--- src/rtl/cbus_rr_arbiter.sv ---
// ---------------------------------------------------------------------------
// cbus_rr_arbiter
//
// Round-robin arbiter that shares one CBus master port between NUM_INPUTS
// requesters. The winning request is latched and held on oreq until the
// downstream burst ends with oresp.last. Responses are steered only to the
// owner. After each completed transaction, priority rotates to owner+1.
// Every transaction is followed by one IDLE cycle (arbitration bubble).
//
// Packed bus layouts:
//   request  (REQ_W bits) : bit 0 = valid, bits [REQ_W-1:1] = opaque fields
//   response (RESP_W bits): bit 0 = ready, bit 1 = last,
//                           bits [RESP_W-1:2] = data
//
// Ports:
//   clk          rising-edge clock
//   reset        asynchronous, active-high reset
//   ireqs        NUM_INPUTS packed requests; requester i occupies
//                bits [i*REQ_W +: REQ_W]
//   iresps       NUM_INPUTS packed responses, same slicing with RESP_W
//   oreq         registered shared downstream request
//   oresp        shared downstream response
//   grant_id     current (or most recent) owner index
//   busy         a transaction is in flight
//   timeout_err  sticky watchdog error flag
//
// Optional feature macro: CBUS_ARB_TIMEOUT_EN
//   When defined, a watchdog forces a ready/last/zero-data response to the
//   owner after TIMEOUT_CYCLES BUSY cycles without oresp.ready, completes
//   the transaction and sets timeout_err. When undefined, timeout_err is 0.
// ---------------------------------------------------------------------------
module cbus_rr_arbiter #(
    parameter int NUM_INPUTS     = 2,
    parameter int TIMEOUT_CYCLES = 1024,
    parameter int REQ_W          = 40,
    parameter int DATA_W         = 32,
    localparam int RESP_W        = DATA_W + 2,
    localparam int IW            = (NUM_INPUTS > 1) ? $clog2(NUM_INPUTS) : 1
) (
    input  logic                         clk,
    input  logic                         reset,
    input  logic [NUM_INPUTS*REQ_W-1:0]  ireqs,
    output logic [NUM_INPUTS*RESP_W-1:0] iresps,
    output logic [REQ_W-1:0]             oreq,
    input  logic [RESP_W-1:0]            oresp,
    output logic [IW-1:0]                grant_id,
    output logic                         busy,
    output logic                         timeout_err
);

    if (NUM_INPUTS < 1 || NUM_INPUTS > 16 || TIMEOUT_CYCLES < 1) begin : g_param_check
        $error("cbus_rr_arbiter: NUM_INPUTS must be 1..16 and TIMEOUT_CYCLES >= 1");
    end

    typedef enum logic {
        IDLE = 1'b0,
        BUSY = 1'b1
    } state_t;

    state_t            state_q, state_d;
    logic [IW-1:0]     rr_ptr_q, rr_ptr_d;
    logic [IW-1:0]     owner_q, owner_d;
    logic [REQ_W-1:0]  saved_req_q, saved_req_d;

    logic              win_found;
    logic [IW-1:0]     win_idx;
    int                scan_idx;
    logic [RESP_W-1:0] resp_eff;
    logic              done;
    logic              timeout_hit;

`ifdef CBUS_ARB_TIMEOUT_EN
    localparam int WD_W = $clog2(TIMEOUT_CYCLES + 1);
    logic [WD_W-1:0] wd_q, wd_d;
    logic            timeout_err_q, timeout_err_d;
`endif

    // Rotating scan: offset k from rr_ptr, wrapped into 0..NUM_INPUTS-1.
    always_comb begin
        win_found = 1'b0;
        win_idx   = '0;
        scan_idx  = 0;
        for (int k = 0; k < NUM_INPUTS; k++) begin
            scan_idx = int'(rr_ptr_q) + k;
            if (scan_idx >= NUM_INPUTS) begin
                scan_idx = scan_idx - NUM_INPUTS;
            end
            if (!win_found && ireqs[scan_idx*REQ_W]) begin
                win_found = 1'b1;
                win_idx   = IW'(scan_idx);
            end
        end
    end

    always_comb begin
        state_d     = state_q;
        rr_ptr_d    = rr_ptr_q;
        owner_d     = owner_q;
        saved_req_d = saved_req_q;
        iresps      = '0;
        timeout_hit = 1'b0;
`ifdef CBUS_ARB_TIMEOUT_EN
        wd_d          = wd_q;
        timeout_err_d = timeout_err_q;
        timeout_hit   = (state_q == BUSY) && (wd_q == WD_W'(TIMEOUT_CYCLES - 1));
`endif
        // A watchdog expiry replaces the downstream response for one cycle.
        resp_eff = timeout_hit ? RESP_W'(2'b11) : oresp;
        done     = timeout_hit | oresp[1];

        case (state_q)
            IDLE: begin
`ifdef CBUS_ARB_TIMEOUT_EN
                wd_d = '0;
`endif
                if (win_found) begin
                    owner_d     = win_idx;
                    saved_req_d = ireqs[int'(win_idx)*REQ_W +: REQ_W];
                    state_d     = BUSY;
                end
            end
            BUSY: begin
                iresps[int'(owner_q)*RESP_W +: RESP_W] = resp_eff;
`ifdef CBUS_ARB_TIMEOUT_EN
                if (timeout_hit) begin
                    timeout_err_d = 1'b1;
                end else if (oresp[0]) begin
                    wd_d = '0;
                end else begin
                    wd_d = wd_q + WD_W'(1);
                end
`endif
                if (done) begin
                    state_d     = IDLE;
                    saved_req_d = '0;
                    rr_ptr_d    = (int'(owner_q) == NUM_INPUTS - 1) ? '0 : owner_q + IW'(1);
                end
            end
            default: state_d = IDLE;
        endcase
    end

    always_ff @(posedge clk or posedge reset) begin
        if (reset) begin
            state_q     <= IDLE;
            rr_ptr_q    <= '0;
            owner_q     <= '0;
            saved_req_q <= '0;
        end else begin
            state_q     <= state_d;
            rr_ptr_q    <= rr_ptr_d;
            owner_q     <= owner_d;
            saved_req_q <= saved_req_d;
        end
    end

`ifdef CBUS_ARB_TIMEOUT_EN
    always_ff @(posedge clk or posedge reset) begin
        if (reset) begin
            wd_q          <= '0;
            timeout_err_q <= 1'b0;
        end else begin
            wd_q          <= wd_d;
            timeout_err_q <= timeout_err_d;
        end
    end

    assign timeout_err = timeout_err_q;
`else
    assign timeout_err = 1'b0;
`endif

    assign oreq     = saved_req_q;
    assign busy     = (state_q == BUSY);
    assign grant_id = owner_q;

endmodule

--- config.mk ---
export PLATFORM = sky130hd
export DESIGN_NAME = cbus_rr_arbiter
export DESIGN_NICKNAME = d
export VERILOG_FILES = /design/src/rtl/cbus_rr_arbiter.sv
export SDC_FILE = /design/constraint.sdc
export NUM_CORES = 1
export LEC_CHECK = 0
export CORE_MARGIN = 2
export CORE_UTILIZATION = 31
export DETAILED_ROUTE_END_ITERATION = 10
export PLACE_DENSITY = 0.88
export SLEW_MARGIN = 20
export SYNTH_ARGS = -nofsm -noshare
export SYNTH_HDL_FRONTEND = slang
export SYNTH_SLANG_ARGS = --single-unit
export TNS_END_PERCENT = 20
--- constraint.sdc ---
create_clock -name clk -period 1.45 [get_ports clk]
set_input_delay 0.29 -clock clk [delete_from_list [all_inputs] [get_ports clk]]
set_output_delay 0.29 -clock clk [all_outputs]
set_load 0.02 [all_outputs]
# [After elaboration in Yosys (flattened, before gate mapping)]
# Index checks and enable logic that the tools add are counted.
[op_classes] muxes=20 shifts=3 bitwise_logic=2 eq_ne=2 order_cmp=4 n_addsub=5 n_mul=4 n_reduce_logical=5
[op_table] op="2-to-1 mux 40 bit" count=2
[op_table] op="one-hot mux 40 bit (2 select lines)" count=1
[op_table] op="variable part select 80 x 8 -> 40 bit" count=1
[op_table] op="AND 68 bit" count=1
[op_table] op="2-to-1 mux 68 bit" count=1
[op_table] op="variable shift 34 x 33 -> 68 bit (first input constant)" count=1
[op_table] op="variable part select 34 x 33 -> 68 bit" count=1
[op_table] op="less-than comparator 32 x 9 -> 1 bit (second input constant)" count=2
[op_table] op="multiplier 32 x 4 -> 29 bit (second input constant)" count=2
[op_table] op="2-to-1 mux 32 bit" count=2
[op_table] op="negation 7 -> 33 bit" count=1
[op_table] op="2-to-1 mux 1 bit" count=11
[op_table] op="binary-select mux 1 bit (select 4 bit)" count=2
[op_table] op="multiplier 1 x 5 -> 6 bit (second input constant)" count=1
[op_table] op="AND reduction 2 bit" count=3
[op_table] op="multiplier 1 x 3 -> 4 bit (second input constant)" count=1
[op_table] op="!= test 2 bit (second input constant)" count=2
[op_table] op="subtractor 1 x 2 -> 3 bit (second input constant)" count=1
[op_table] op="subtractor 2 x 2 -> 3 bit (second input constant)" count=1
[op_table] op="adder 1 x 1 -> 2 bit (second input constant)" count=1
[op_table] op=">= comparator 1 x 2 -> 1 bit (second input constant)" count=1
[op_table] op=">= comparator 2 bit (second input constant)" count=1
[op_table] op="one-hot mux 1 bit (2 select lines)" count=1
[op_table] op="adder 1 bit (second input constant)" count=1
[op_table] op="3 further kinds" count=3
[totals] ff_bits=43 inputBits=116 word_cells=49

# [Depth between registers and ports, before layout]
[depth] ltp_word=14 ltp_mapped=5 ltp_nobuf=3

# [Least setup slack after synthesis]
# Ideal clock, no wire load.
[synth_path] path_kind="reg-to-output" start="register state_q, in the netlist busy" end="output iresps[10]" arrival_time_ns=1.401 path_slack_ns=-0.241 t_required_ns=1.160 path_stages_with_launch=5 cell_sequence="dfrtp_1 > buf_2 > nor2b_1 > clkbuf_1 > and2_1"
[synth_between] elab_chain_len=1
[synth_rtl] element="start: declaration" line="60" text="state_t state_q, state_d;"
[synth_rtl] element="start signal: assignment" line="150" text="state_q <= state_d;"
[synth_rtl] element="2-to-1 mux 68 bit" line="111" text="case (state_q)"
[synth_rtl] element="end: declaration" line="43" text="output logic [NUM_INPUTS*RESP_W-1:0] iresps,"
# No other way between the ends.

# [Worst setup path in the final report]
[layout_path] start="register state_q, in the netlist busy" end="output iresps[19]"
# Same word-level chain as after synthesis.

==> reports/metrics.cfg <==
[timing]
setup_viol = 107
finClkSkew_ns = 0.00425
max_slew_margin = 0.676
final-hold-violation-count = 0
holdWs_ns = 0.288
max_freq_mhz = 597
fin_crit_ns = 1.67
fin_crit_sh = 1.15
setup_tns_ns = -14.16
rsz0062_at_grt = yes
fin_ws_ns = -0.224
worstMarginPinSlew_ns = 0.473
slew_violations = 0

[global_routing]
grt.total_usage = 0.221
grt_util_met2 = 0.377
top_usage_layer = met2
use_met3 = 0.0407
first_global_vias = 3568
grtUsageMet1 = 0.282
antenna_found_initial = 0
grt_pass1_wl_um = 18200
globalRouteOverflowTotal = 0
grt_max_degree = 54

[finish]
final_cell_mix = clkdlybuf4s50_1, dlygate4sd2_1, inv_1, dfrtp_1
final_nets = 661
drive_above_1_share = 0.321
antenna_cells = 0
syn_to_final_growth_pct = 94.0
final_common_cell = clkdlybuf4s50_1

[critical_path]
critPathCaptureType = primary output
startpoint_type = register
cp_max_fo = 16
path_depth = 4
path_cells = nor2b_4, clkbuf_16, and2_2, buf_6
r2r_cells = 5
crit_family = flip-flops
worstSetupPathType = register to primary output
worstPathRequired_ns = 1.16
cp_slowest_cell = dfrtp_2
crit-reg2reg-launch = busy$_DFF_PP0_
path_buf_inv = 2
r2r_slack_ns = -0.10
slowest_delay_ns = 0.44
reg2reg_to = oreq[30]$_DFFE_PP0P_
crit_arrival_ns = 1.38

[power_and_ir_drop]
finalPower_w = 0.00521
power_density_nw_per_um2 = 911
p_leak_nw = 2.72
sequentialPowerShare = 0.291
peakVddDrop_v = 0.000441
pwr-share-clk = 0.179
sw_frac_of_total = 0.376
comb_power_share = 0.530
switchingPower_w = 0.00196
intPower_w = 0.00325

[yosys]
async_reset_ff_frac = 1.00
ys_types = 22
synth_ff_type = dfrtp_1
synthesis.nets = 445
yosys_warnings = 0
syn_area_per_cell_um2 = 8.97
syn-instance-count = 329
synth_edf_count = 0
seq_area_frac_synth = 0.365
ys_ff_latch = 43
syn_area_um2 = 2950

[placement]
port_buffers = 225
pre_cts_ws_ns = -0.468
place_congestion = 0.848
dp_hpwl_um = 8880

[clocking]
cts_sinks = 43
cts_setup_buffers = 0
htree_levels = 2
hold_buffers = 0
cts.clk_slew.worst_paths_ns = 0.09
insertion_delay_ns = 0.29
clockRootBuffer = clkbuf_8
tritoncts = yes
cts_buffer_depth = 2
cts_buffers = 5

[route]
avgRoutedWirePerCell_um = 17.8
final_antenna_net_count = 0
vias_per_cell = 5.25
drt-total-wl_um = 12000
drc = 0
drt_iter0_markers = 140
firstDrtPassIters = 4
via_count = 3547

[floorplanning]
fp.dieW_um = 102
core_area_um2 = 9240
start_util = 0.319
die_h_um = 102
die-area_um2 = 10300
ios = 227
rows = 35

[hold_path]
hold_path_class = input port to asynchronous set/reset pin

[outcome]
outcome = finished with violations
failed_checks = setup timing

[job]
max-cap-violations = 0

==> per-stage QoR <==
| step | utilization | instances | area [um^2] |
|---|---|---|---|
| final | 0.619 | 675 | 5720 |
| after global routing | 0.619 | 675 | 5720 |
| after floorplan | - | 329 | 3040 |
| after detailed placement | 0.606 | 666 | 5600 |
| after global placement | 0.606 | 666 | 5600 |
| after CTS | 0.593 | 674 | 5480 |
==> registers in the layout (all words and copies together) (netlist names) <==
register,count
busy,1
grant_id,1
oreq,40
rr_ptr_q,1
==> how the worst max path moves through the flow <==
stage,from,slack [ns],to
floorplan,busy$_DFF_PP0_,-0.05,iresps[56]
global placement,ireqs[0],-0.44,oreq[8]$_DFFE_PP0P_
detailed placement,ireqs[40],-0.47,oreq[38]$_DFFE_PP0P_
CTS,busy$_DFF_PP0_,-0.26,iresps[18]
global route,grant_id$_DFFE_PP0P_,-0.27,iresps[19]
finish,busy$_DFF_PP0_,-0.22,iresps[19]
==> logic make-up after synthesis <==
| kind of cell | Yosys count | synth area share |
|---|---|---|
| other | 1 | 0.00127 |
| AOI/OAI and AO/OA | 86 | 0.264 |
| buffers and inverters | 87 | 0.120 |
| DFF | 43 | 0.365 |
| and+or+nand+nor | 112 | 0.250 |
==> synthesized netlist by cell type, types with 6 or more instances <==
master      n  area [um^2]
and3_1     34          213
nor3b_1    39          293
and2_1     33          206
buf_2       6         30.0
clkbuf_1   34          128
a221o_1    39          390
dfrtp_1    43         1080
a2111oi_0  39          342
inv_1      42          158
==> routing by layer <==
layer	vias up	part of all wire
li1	1660	-
met1	1704	0.43
met2	164	0.49
met3	19	0.063
met4	0	0.018
met5	-	0
==> power groups by stage <==
stage | Sequential (W) | Clock, W | Combinational [W]
after global routing | 0.00154 | 0.00101 | 0.00293
after detailed placement | 0.00153 | 0 | 0.00278
final | 0.00151 | 0.000933 | 0.00276
after floorplan | 0.00171 | 0 | 0.00115
after CTS | 0.00151 | 0.000952 | 0.00255
after global placement | 0.00153 | 0 | 0.00273
==> layout make-up <==
type / count / area [um^2]
multi-input cells: 199 / 1650
fillers: 771 / 3520
inverters: 42 / 158
clock inverters: 3 / 43.8
repair buffers: 254 / 2560
well taps: 129 / 161
flip-flops and latches: 43 / 1080
clock buffers: 5 / 68.8
==> timing repair <==
item / CTS / global route
gates cloned: 0 / 1
pin swaps: 0 / 3
endpoints found under the setup margin: 149 / 108
gates resized for setup: 348 / 74
Power figures use the tool's default switching activity.
